$ cat src/rtl/bolt_pool.sv
// -----------------------------------------------------------------------------
// bolt_pool
//
// Projectile manager for the shooter sprites. It holds a pool of NUM_BOLTS
// bolt slots. On each accepted fire request it spawns a bolt at a fixed offset
// from a moving origin. Live bolts move vertically once per frame in sub-pixel
// fixed point. A slot is retired when the collision block reports a hit, or
// when its bolt leaves the visible rows.
//
// Ports:
//   clk           system clock
//   reset         synchronous, active-high reset
//   startOfFrame  one-cycle pulse per frame; advances bolts and the cooldown
//   fireReq       fire key/request level; a rising edge requests one shot
//   originX/Y     shooter top-left position, in pixels
//   boltHit       per-slot collision pulse; clears the slot on the next edge
//   boltX/boltY   flattened pixel positions; slot i at [i*COORD_W +: COORD_W]
//   boltActive    per-slot live flag, used to qualify drawing
//   fireAccepted  one-cycle pulse in the cycle a bolt becomes visible
//   activeCount   number of live slots
// -----------------------------------------------------------------------------
module bolt_pool #(
   parameter int NUM_BOLTS       = 4,
   parameter int COORD_W         = 11,
   parameter int FRAC_BITS       = 6,
   parameter int SPEED_Y         = 30,
   parameter int DIRECTION       = -1,
   parameter int OFFSET_X        = 20,
   parameter int OFFSET_Y        = 0,
   parameter int COOLDOWN_FRAMES = 8,
   parameter int Y_MIN           = 0,
   parameter int Y_MAX           = 479
) (
   input  logic                             clk,
   input  logic                             reset,
   input  logic                             startOfFrame,
   input  logic                             fireReq,
   input  logic [COORD_W-1:0]               originX,
   input  logic [COORD_W-1:0]               originY,
   input  logic [NUM_BOLTS-1:0]             boltHit,
   output logic [NUM_BOLTS*COORD_W-1:0]     boltX,
   output logic [NUM_BOLTS*COORD_W-1:0]     boltY,
   output logic [NUM_BOLTS-1:0]             boltActive,
   output logic                             fireAccepted,
   output logic [$clog2(NUM_BOLTS+1)-1:0]   activeCount
);

   // The vertical position carries one extra sign bit above the pixel range.
   // A bolt that runs past the top or bottom stays representable for one more
   // step, so the off-screen compare can see it before it wraps.
   localparam int POS_W = COORD_W + FRAC_BITS + 1;
   localparam int CD_W  = $clog2(COOLDOWN_FRAMES + 2);
   localparam int CNT_W = $clog2(NUM_BOLTS + 1);

   typedef logic signed [POS_W-1:0] pos_t;

   localparam pos_t STEP_Y      = pos_t'(DIRECTION * SPEED_Y * (2 ** FRAC_BITS));
   localparam pos_t Y_MIN_FX    = pos_t'(Y_MIN * (2 ** FRAC_BITS));
   localparam pos_t Y_MAX_FX    = pos_t'(Y_MAX * (2 ** FRAC_BITS));
   localparam pos_t OFFSET_Y_FX = pos_t'(OFFSET_Y * (2 ** FRAC_BITS));
   localparam logic [CD_W-1:0] CD_LOAD = CD_W'(COOLDOWN_FRAMES);

   // X never moves, so its fraction is always zero. Only the pixel part is
   // kept, wrapped to COORD_W, which is the same value the output would show.
   logic [COORD_W-1:0]   pos_x_q [NUM_BOLTS];
   logic [COORD_W-1:0]   pos_x_d [NUM_BOLTS];
   pos_t                 pos_y_q [NUM_BOLTS];
   pos_t                 pos_y_d [NUM_BOLTS];
   logic [NUM_BOLTS-1:0] active_q, active_d;
   logic                 fire_req_q, fire_req_d;
   logic [CD_W-1:0]      cooldown_q, cooldown_d;
   logic                 fire_acc_q, fire_acc_d;
   logic [CNT_W-1:0]     count_q, count_d;

   logic                 fire_edge;
   logic                 accept;
   logic [NUM_BOLTS-1:0] spawn_sel;
   logic                 found;
   logic [COORD_W-1:0]   spawn_x;
   pos_t                 spawn_y;
   pos_t                 y_next;
   logic                 off_screen;

   // -------------------------------------------------------------------------
   // Fire arbitration and cooldown
   // -------------------------------------------------------------------------
   // NOTE: every variable written here gets a default first, so no path can
   // leave a value unassigned and infer a latch.
   always_comb begin
      fire_req_d = fireReq;
      fire_edge  = fireReq & ~fire_req_q;

      // Choose the lowest-index free slot, judged only from the registered
      // flags. A slot freed this cycle becomes eligible in the next cycle.
      spawn_sel = '0;
      found     = 1'b0;
      for (int i = 0; i < NUM_BOLTS; i++) begin
         if (!active_q[i] && !found) begin
            spawn_sel[i] = 1'b1;
            found        = 1'b1;
         end
      end

      accept     = fire_edge && (cooldown_q == '0) && found;
      fire_acc_d = accept;

      cooldown_d = cooldown_q;
      if (accept) begin
         cooldown_d = CD_LOAD;
      end else if (startOfFrame && (cooldown_q != '0)) begin
         cooldown_d = cooldown_q - CD_W'(1);
      end

      spawn_x = originX + COORD_W'(OFFSET_X);
      spawn_y = (pos_t'(originY) <<< FRAC_BITS) + OFFSET_Y_FX;
   end

   // -------------------------------------------------------------------------
   // Per-slot next state. Priority: hit > spawn > move.
   // A cleared slot also zeroes its position, so an inactive slot reads 0.
   // -------------------------------------------------------------------------
   always_comb begin
      y_next     = '0;
      off_screen = 1'b0;
      count_d    = '0;
      for (int i = 0; i < NUM_BOLTS; i++) begin
         pos_x_d[i]  = pos_x_q[i];
         pos_y_d[i]  = pos_y_q[i];
         active_d[i] = active_q[i];

         y_next     = pos_y_q[i] + STEP_Y;
         off_screen = (DIRECTION < 0) ? (y_next < Y_MIN_FX) : (y_next > Y_MAX_FX);

         if (boltHit[i] && active_q[i]) begin
            active_d[i] = 1'b0;
            pos_x_d[i]  = '0;
            pos_y_d[i]  = '0;
         end else if (accept && spawn_sel[i]) begin
            // A spawn in a frame-start cycle stays at the spawn point.
            active_d[i] = 1'b1;
            pos_x_d[i]  = spawn_x;
            pos_y_d[i]  = spawn_y;
         end else if (active_q[i] && startOfFrame) begin
            if (off_screen) begin
               active_d[i] = 1'b0;
               pos_x_d[i]  = '0;
               pos_y_d[i]  = '0;
            end else begin
               pos_y_d[i] = y_next;
            end
         end

         count_d = count_d + CNT_W'(active_d[i]);
      end
   end

   // -------------------------------------------------------------------------
   // State registers
   // -------------------------------------------------------------------------
   // NOTE: sequential state uses non-blocking assignments only, so every flop
   // samples the values from before the edge.
   // NOTE: the slot positions are reset together with the control flags. The
   // outputs must read zero right after reset, so a mid-flight reset leaves
   // no stale coordinates.
   always_ff @(posedge clk) begin
      if (reset) begin
         active_q   <= '0;
         fire_req_q <= 1'b0;
         cooldown_q <= '0;
         fire_acc_q <= 1'b0;
         count_q    <= '0;
         for (int i = 0; i < NUM_BOLTS; i++) begin
            pos_x_q[i] <= '0;
            pos_y_q[i] <= '0;
         end
      end else begin
         active_q   <= active_d;
         fire_req_q <= fire_req_d;
         cooldown_q <= cooldown_d;
         fire_acc_q <= fire_acc_d;
         count_q    <= count_d;
         for (int i = 0; i < NUM_BOLTS; i++) begin
            pos_x_q[i] <= pos_x_d[i];
            pos_y_q[i] <= pos_y_d[i];
         end
      end
   end

   // -------------------------------------------------------------------------
   // Outputs: plain slices of registered state
   // -------------------------------------------------------------------------
   always_comb begin
      boltX = '0;
      boltY = '0;
      for (int i = 0; i < NUM_BOLTS; i++) begin
         boltX[i*COORD_W +: COORD_W] = pos_x_q[i];
         boltY[i*COORD_W +: COORD_W] = pos_y_q[i][FRAC_BITS +: COORD_W];
      end
   end

   assign boltActive   = active_q;
   assign fireAccepted = fire_acc_q;
   assign activeCount  = count_q;

endmodule
$ cat config.mk
export PLATFORM = sky130hd
export DESIGN_NAME = bolt_pool
export DESIGN_NICKNAME = d
export VERILOG_FILES = /design/src/rtl/bolt_pool.sv
export SDC_FILE = /design/constraint.sdc
export NUM_CORES = 1
export LEC_CHECK = 0
export CORE_AREA = 5 5 114 105
export DETAILED_ROUTE_END_ITERATION = 6
export DIE_AREA = 0 0 119 110
export PLACE_DENSITY_LB_ADDON = 0.12
export RECOVER_POWER = 50
export SYNTH_ARGS = -nofsm -noshare
export SYNTH_HDL_FRONTEND = slang
export SYNTH_SLANG_ARGS = --single-unit
$ cat constraint.sdc
create_clock -name clk -period 3.5 [get_ports clk]
set_clock_uncertainty 0.1 [all_clocks]
set_input_delay 0.7 -clock clk [delete_from_list [all_inputs] [get_ports clk]]
set_output_delay 0.7 -clock clk [all_outputs]
set_load 0.01 [all_outputs]
* Word level (Yosys, flattened, before mapping)
Memories as Yosys holds them, arrays and structs flattened.
Index checks and enable logic that the tools add are counted.
** Operators by class
- Reductions and logical operators :: 27
- Bitwise operators :: 10
- Multiplexer cells :: 68
- $lt $le $gt $ge :: 4
- Add/sub/neg operators :: 9
** Operators by type and width (number)
- 18-bit two-way mux :: 20
- 11-bit two-way mux :: 20
- 18-bit by 12-bit adder with 18-bit output, second input constant :: 4
- 18-bit by 1-bit < comparator with 1-bit output, second input constant :: 4
- 1-bit two-way mux :: 26
- 1-bit logical AND :: 18
- 11-bit by 5-bit adder with 11-bit output, second input constant :: 1
- 4-bit two-way mux :: 2
- 1-bit bitwise OR :: 8
- 1-bit zero test :: 5
- 4-bit zero test :: 1
- 4-bit nonzero test :: 1
- 4-bit by 1-bit subtractor with 4-bit output, second input constant :: 1
- 2-bit by 1-bit adder with 3-bit output :: 1
- 3-bit by 1-bit adder with 3-bit output :: 1
- 1-bit by 1-bit adder with 2-bit output :: 1
- 2-bit nonzero test :: 1
- 2-bit OR reduction :: 1
- 1-bit AND :: 1
- 1-bit inverter :: 1
** Word-level totals
- Memory bits (writable) :: 116
- Memories kept :: 2
- Flip-flop bits (word level) :: 13
** Memories
- pos_y_q :: words 4, width 18, rd ports 4, clocked after Yosys merged registers in 0, write ports 4, RTL line 67 : pos_t pos_y_q [NUM_BOLTS];
- pos_x_q :: words 4, width 11, rd ports 4, clocked after Yosys merged registers in 0, write ports 4, RTL line 65 : logic [COORD_W-1:0] pos_x_q [NUM_BOLTS];

* Logic depth before layout (Yosys ltp)
- Depth after elaboration :: 16
- Depth in mapped cells :: 13
- Gate-level depth less buffers :: 11

* Worst setup path after synthesis
Ideal clock, no wire load.
- Path type :: reg2reg
- Start :: reg cooldown_q[0]
- End :: reg count_q[1] (netlist: activeCount[1])
- Arrival time :: 2.929 ns
- Library setup time :: 0.128 ns
- Period minus slack after synthesis :: 3.157 ns
- Setup slack :: 0.343 ns
- Data required time :: 3.272 ns
- Stages on the path, launching flop included :: 14
- Cells stage by stage :: dfxtp_1 -> inv_1 -> ha_1 -> or3b_1 -> buf_6 -> nor4b_4 -> buf_2 -> a21oi_1 -> a21o_1 -> fa_1 -> inv_1 -> ha_1 -> ha_1 -> nor2b_1
** On the way
- Word-level cells in the longest chain between the ends :: 9
- Elaborated cells on any way between the ends :: 18
** RTL lines
- from (decl) :: RTL line 71 : logic [CD_W-1:0] cooldown_q, cooldown_d;
- from (signal assigned) :: RTL line 179 : cooldown_q <= cooldown_d;
- 4-bit zero test (*) :: RTL line 104 : accept = fire_edge && (cooldown_q == '0) && found;
- 1-bit logical AND (*) (2 in a row) :: RTL line 104
- 1-bit logical AND :: RTL line 138 : end else if (accept && spawn_sel[i]) begin
- 1-bit two-way mux :: RTL line 138
- 1-bit two-way mux :: RTL line 134 : if (boltHit[i] && active_q[i]) begin
- 1-bit by 1-bit adder with 2-bit output :: RTL line 153 : count_d = count_d + CNT_W'(active_d[i]);
- 2-bit by 1-bit adder with 3-bit output :: RTL line 153
- 3-bit by 1-bit adder with 3-bit output (*) :: RTL line 153
- via count_d[1] :: RTL line 73 : logic [CNT_W-1:0] count_q, count_d;
- to (signal assigned) :: RTL line 181 : count_q <= count_d;
- to (decl) :: RTL line 73
The timed path passes the listed nets; every way through them passes the cells marked *.
A chain may end at the register's enable or synchronous reset.

==> results.md <==
* Bufs and invs on worst path at 1
* Nets at ~730
* Ports at about 130
* Primary FF master, synth: dfxtp_1
* FF+latch count, synth at 101
* Layout cell share with drive strength beyond 1 at 6.66%
* R2r worst-path depth at 9
* Final Power at 3.35 mW
* Critical Path RT at 3.60 ns
* Port Buffers at around 130
* Layout Area Growth over Synthesis at 34.5%
* # setup viols final at 0
* Critical path's top delay family: simple AND/OR/NAND/NOR gates
* Reg-to-reg endpoint: activeCount[1]$_SDFF_PP0_
* Die Ht at 110 um
* Mapped Cells at 566
* Hold wc startpoint: pos_x_q[0][8]$_SDFFE_PP0P_
* Rows at 36
* Crit Path Max Fanout at 7
* Root Buffer: clkbuf_16
* Clock slew at reported path FFs at 0.07 ns
* Total negative slack at 0 ns
* Slew HR at 13.4%
* Vias at 4867
* Initial antenna violation count at 0
* GPL Wtd Cong at approximately 0.92
* Power Density at 519 mW/mm^2
* Total track usage at 22.9%
* Hold worst-path end: pos_x_q[0][8]$_SDFFE_PP0P_
* Fin crit share at 89.0%
* Syn Area/Cell at 8.47 um^2
* Final min period at 3.11 ns
* Remaining antenna violation count at 0
* Outcome: complete, no violations
* Remaining DRCs at 0
* Hold crit path type: register to register
* CTS tree: built
* Max Slew Vio Count at 0
* Num Clock Sinks at ~100
* Starting Density at 45.1%
* R2R Setup Slk at 0.39 ns
* Critical Path End Type: register
* Synth async-reset ratio at 0%
* CTS Buf Count at 9
* Pre-CTS setup slack at about 0.16 ns
* Vias in the first global route at 4608
* DR vias/cell at 5.91
* Hold depth at 2
* Crit path launch type: register
* Cells along the critical path: or4_1 -> nor4_1 -> a21oi_1 -> a21oi_1 -> fa_1 -> inv_1 -> ha_1 -> ha_1 -> nor2b_1
* Post-synthesis sequential area ratio at 42.2%
* DR WL/cell at around 19 um
* WP data arrival at 3.22 ns
* EDFF count, synth at 0
* Achievable clock frequency at 0.321 GHz
* Hold_buf cts at 0
* First-pass GRT wire length at 23800 um
* Final WS setup at 0.386 ns
* Synthesized area at 0.00479 mm^2
* Mapped Nets at slightly above 600
* FILL cells at 949
* Reg2Reg Launch Point: pos_y_q[0][11]$_SDFFE_PP0P_
* N_diodes at 0
* Number of cells upsized or downsized after cts at 0
* RSZ-0062 raised after global routing: no
* Clk_lat worst skew at around 0.34 ns
* Hold Violations, Final at 0
* Crit-path slowest cell: or4_1
* DRT Wirelength at roughly 15000 um
* Max Cap Violations at 0
* CTS max path bufs at 2
* Slew @ Worst Pin at 1.29 ns
* Max VDD drop at approximately 0.48 mV
* Post-CTS setup buffer count at 0
* DIE AREA at 0.0131 mm^2
* Kind of critical path: register to register
* First-pass DRT Iterations at 5
* HPWL after DPL at 11300 um
* Largest net degree at the start of global routing at 22
* Yosys cell types at 62
* Pleak at 2.58 nW
* Die W at 119 um
* Core area at 0.0106 mm^2
* GRT overflow at 0
* CP peak stage delay at 0.64 ns
* Htree depth at 3
* YS warnings at 0
* First DRT Iteration DRCs at 373
==> where the power goes <==
part           switching, mW  internal (mW)  leakage [nW]
clock network          0.452          0.507         0.137
logic                  0.561          0.434          1.63
registers              0.124           1.27         0.817
total                   1.14           2.21          2.58
==> cells in the final DEF (no fill, tap or decap), types with 10 or more instances in the layout <==
cell / synthesis / routed
a31oi_1: 20 / 20
xnor2_1: 10 / 10
dlygate4sd3_1: 0 / 89
dfxtp_1: 101 / 101
nand3_1: 32 / 32
buf_4: 0 / 12
clkdlybuf4s50_1: 0 / 36
a21oi_1: 36 / 36
o21ai_0: 43 / 43
nor2_1: 49 / 49
nor3_1: 16 / 16
a22oi_1: 15 / 15
a22o_1: 16 / 16
nand2_1: 71 / 71
==> cells by family after synthesis <==
kind of cell	Yosys count	share of synthesized area, %
compound gates	167	22.4
flops	101	42.2
simple gates	236	25.8
buf+inv	34	3.52
fa+ha+maj	10	2.77
xor+xnor	16	2.92
mux	2	0.418
==> worst min-delay path, cell delays in order, from the launching register on <==
cell,delay [ns]
dfxtp_1,0.33
nand2_1,0.04
o21ai_0,0.05
==> worst max path at each step <==
| stage | startpoint | to | slack (ns) | cells after the start |
|---|---|---|---|---|
| 2_1_floorplan | cooldown_q[0]$_SDFFE_PP0P_ | activeCount[1]$_SDFF_PP0_ | 0.34 | 13 |
| 3_3_place_gp | fireReq | activeCount[1]$_SDFF_PP0_ | 0.21 | 10 |
| 3_5_place_dp | fireReq | activeCount[1]$_SDFF_PP0_ | 0.16 | 10 |
| 4_1_cts | cooldown_q[0]$_SDFFE_PP0P_ | activeCount[1]$_SDFF_PP0_ | 0.43 | 11 |
| 5_1_grt | pos_y_q[0][11]$_SDFFE_PP0P_ | activeCount[1]$_SDFF_PP0_ | 0.20 | 9 |
| 6_report | pos_y_q[0][11]$_SDFFE_PP0P_ | activeCount[1]$_SDFF_PP0_ | 0.39 | 9 |
==> cell usage after synthesis (all sizes together) (6+ instances only) <==
master,number,area [um^2]
xor2,6,52.6
clkbuf,15,57.6
nor4,10,83.8
nor2,52,213
nand3,32,160
nand2,71,267
xnor2,10,87.6
a31oi,20,125
a22o,16,140
dfxtp,101,2020
or3,7,50.1
or4,6,45.0
nand4,6,37.5
a2bb2oi,7,61.3
o21ai,43,215
a21oi,36,180
a22oi,15,113
ha,9,113
nor3,20,126
buf,13,80.1
and2,6,37.5
a21o,6,46.3
==> routing by layer <==
layer / routed length (um) / track usage (%) / up-vias / share of wire (%)
met1: 6620 / 29.6 / 2290 / 43
met5: 0 / 0 / - / 0
met2: 7170 / 37.5 / 214 / 47
met4: 304 / 7.36 / 0 / 2.0
li1: - / - / 2341 / -
met3: 1160 / 6.12 / 22 / 7.6
==> final cells by class <==
type / count / area (um^2) / area share (%)
clock buffer: 10 / 239 / 3.71
inverter: 5 / 18.8 / 0.291
tap: 133 / 166 / 2.58
clock inverter: 6 / 45.0 / 0.699
timing repair buffer: 138 / 1350 / 20.9
multi-input combinational: 431 / 2610 / 40.5
sequential: 101 / 2020 / 31.4
==> registers in the layout, summed over array words and instances (netlist names) <==
name and flops:
fire_req_q 1, fireAccepted 1, pos_y_q 44, boltActive 4
activeCount 3, pos_x_q 44, cooldown_q 4
==> through the flow <==
stage	cell area (um^2)	util (%)	hold slack (ns)	cells
global route	6450	60.6	0.390	824
finish	6450	60.6	0.354	824
detailed placement	6180	58.2	0.345	808
global placement	6180	58.2	0.337	808
floorplan	4790	-	0.385	566
CTS	6470	60.8	0.362	824
(Power assumes the default switching activity.)
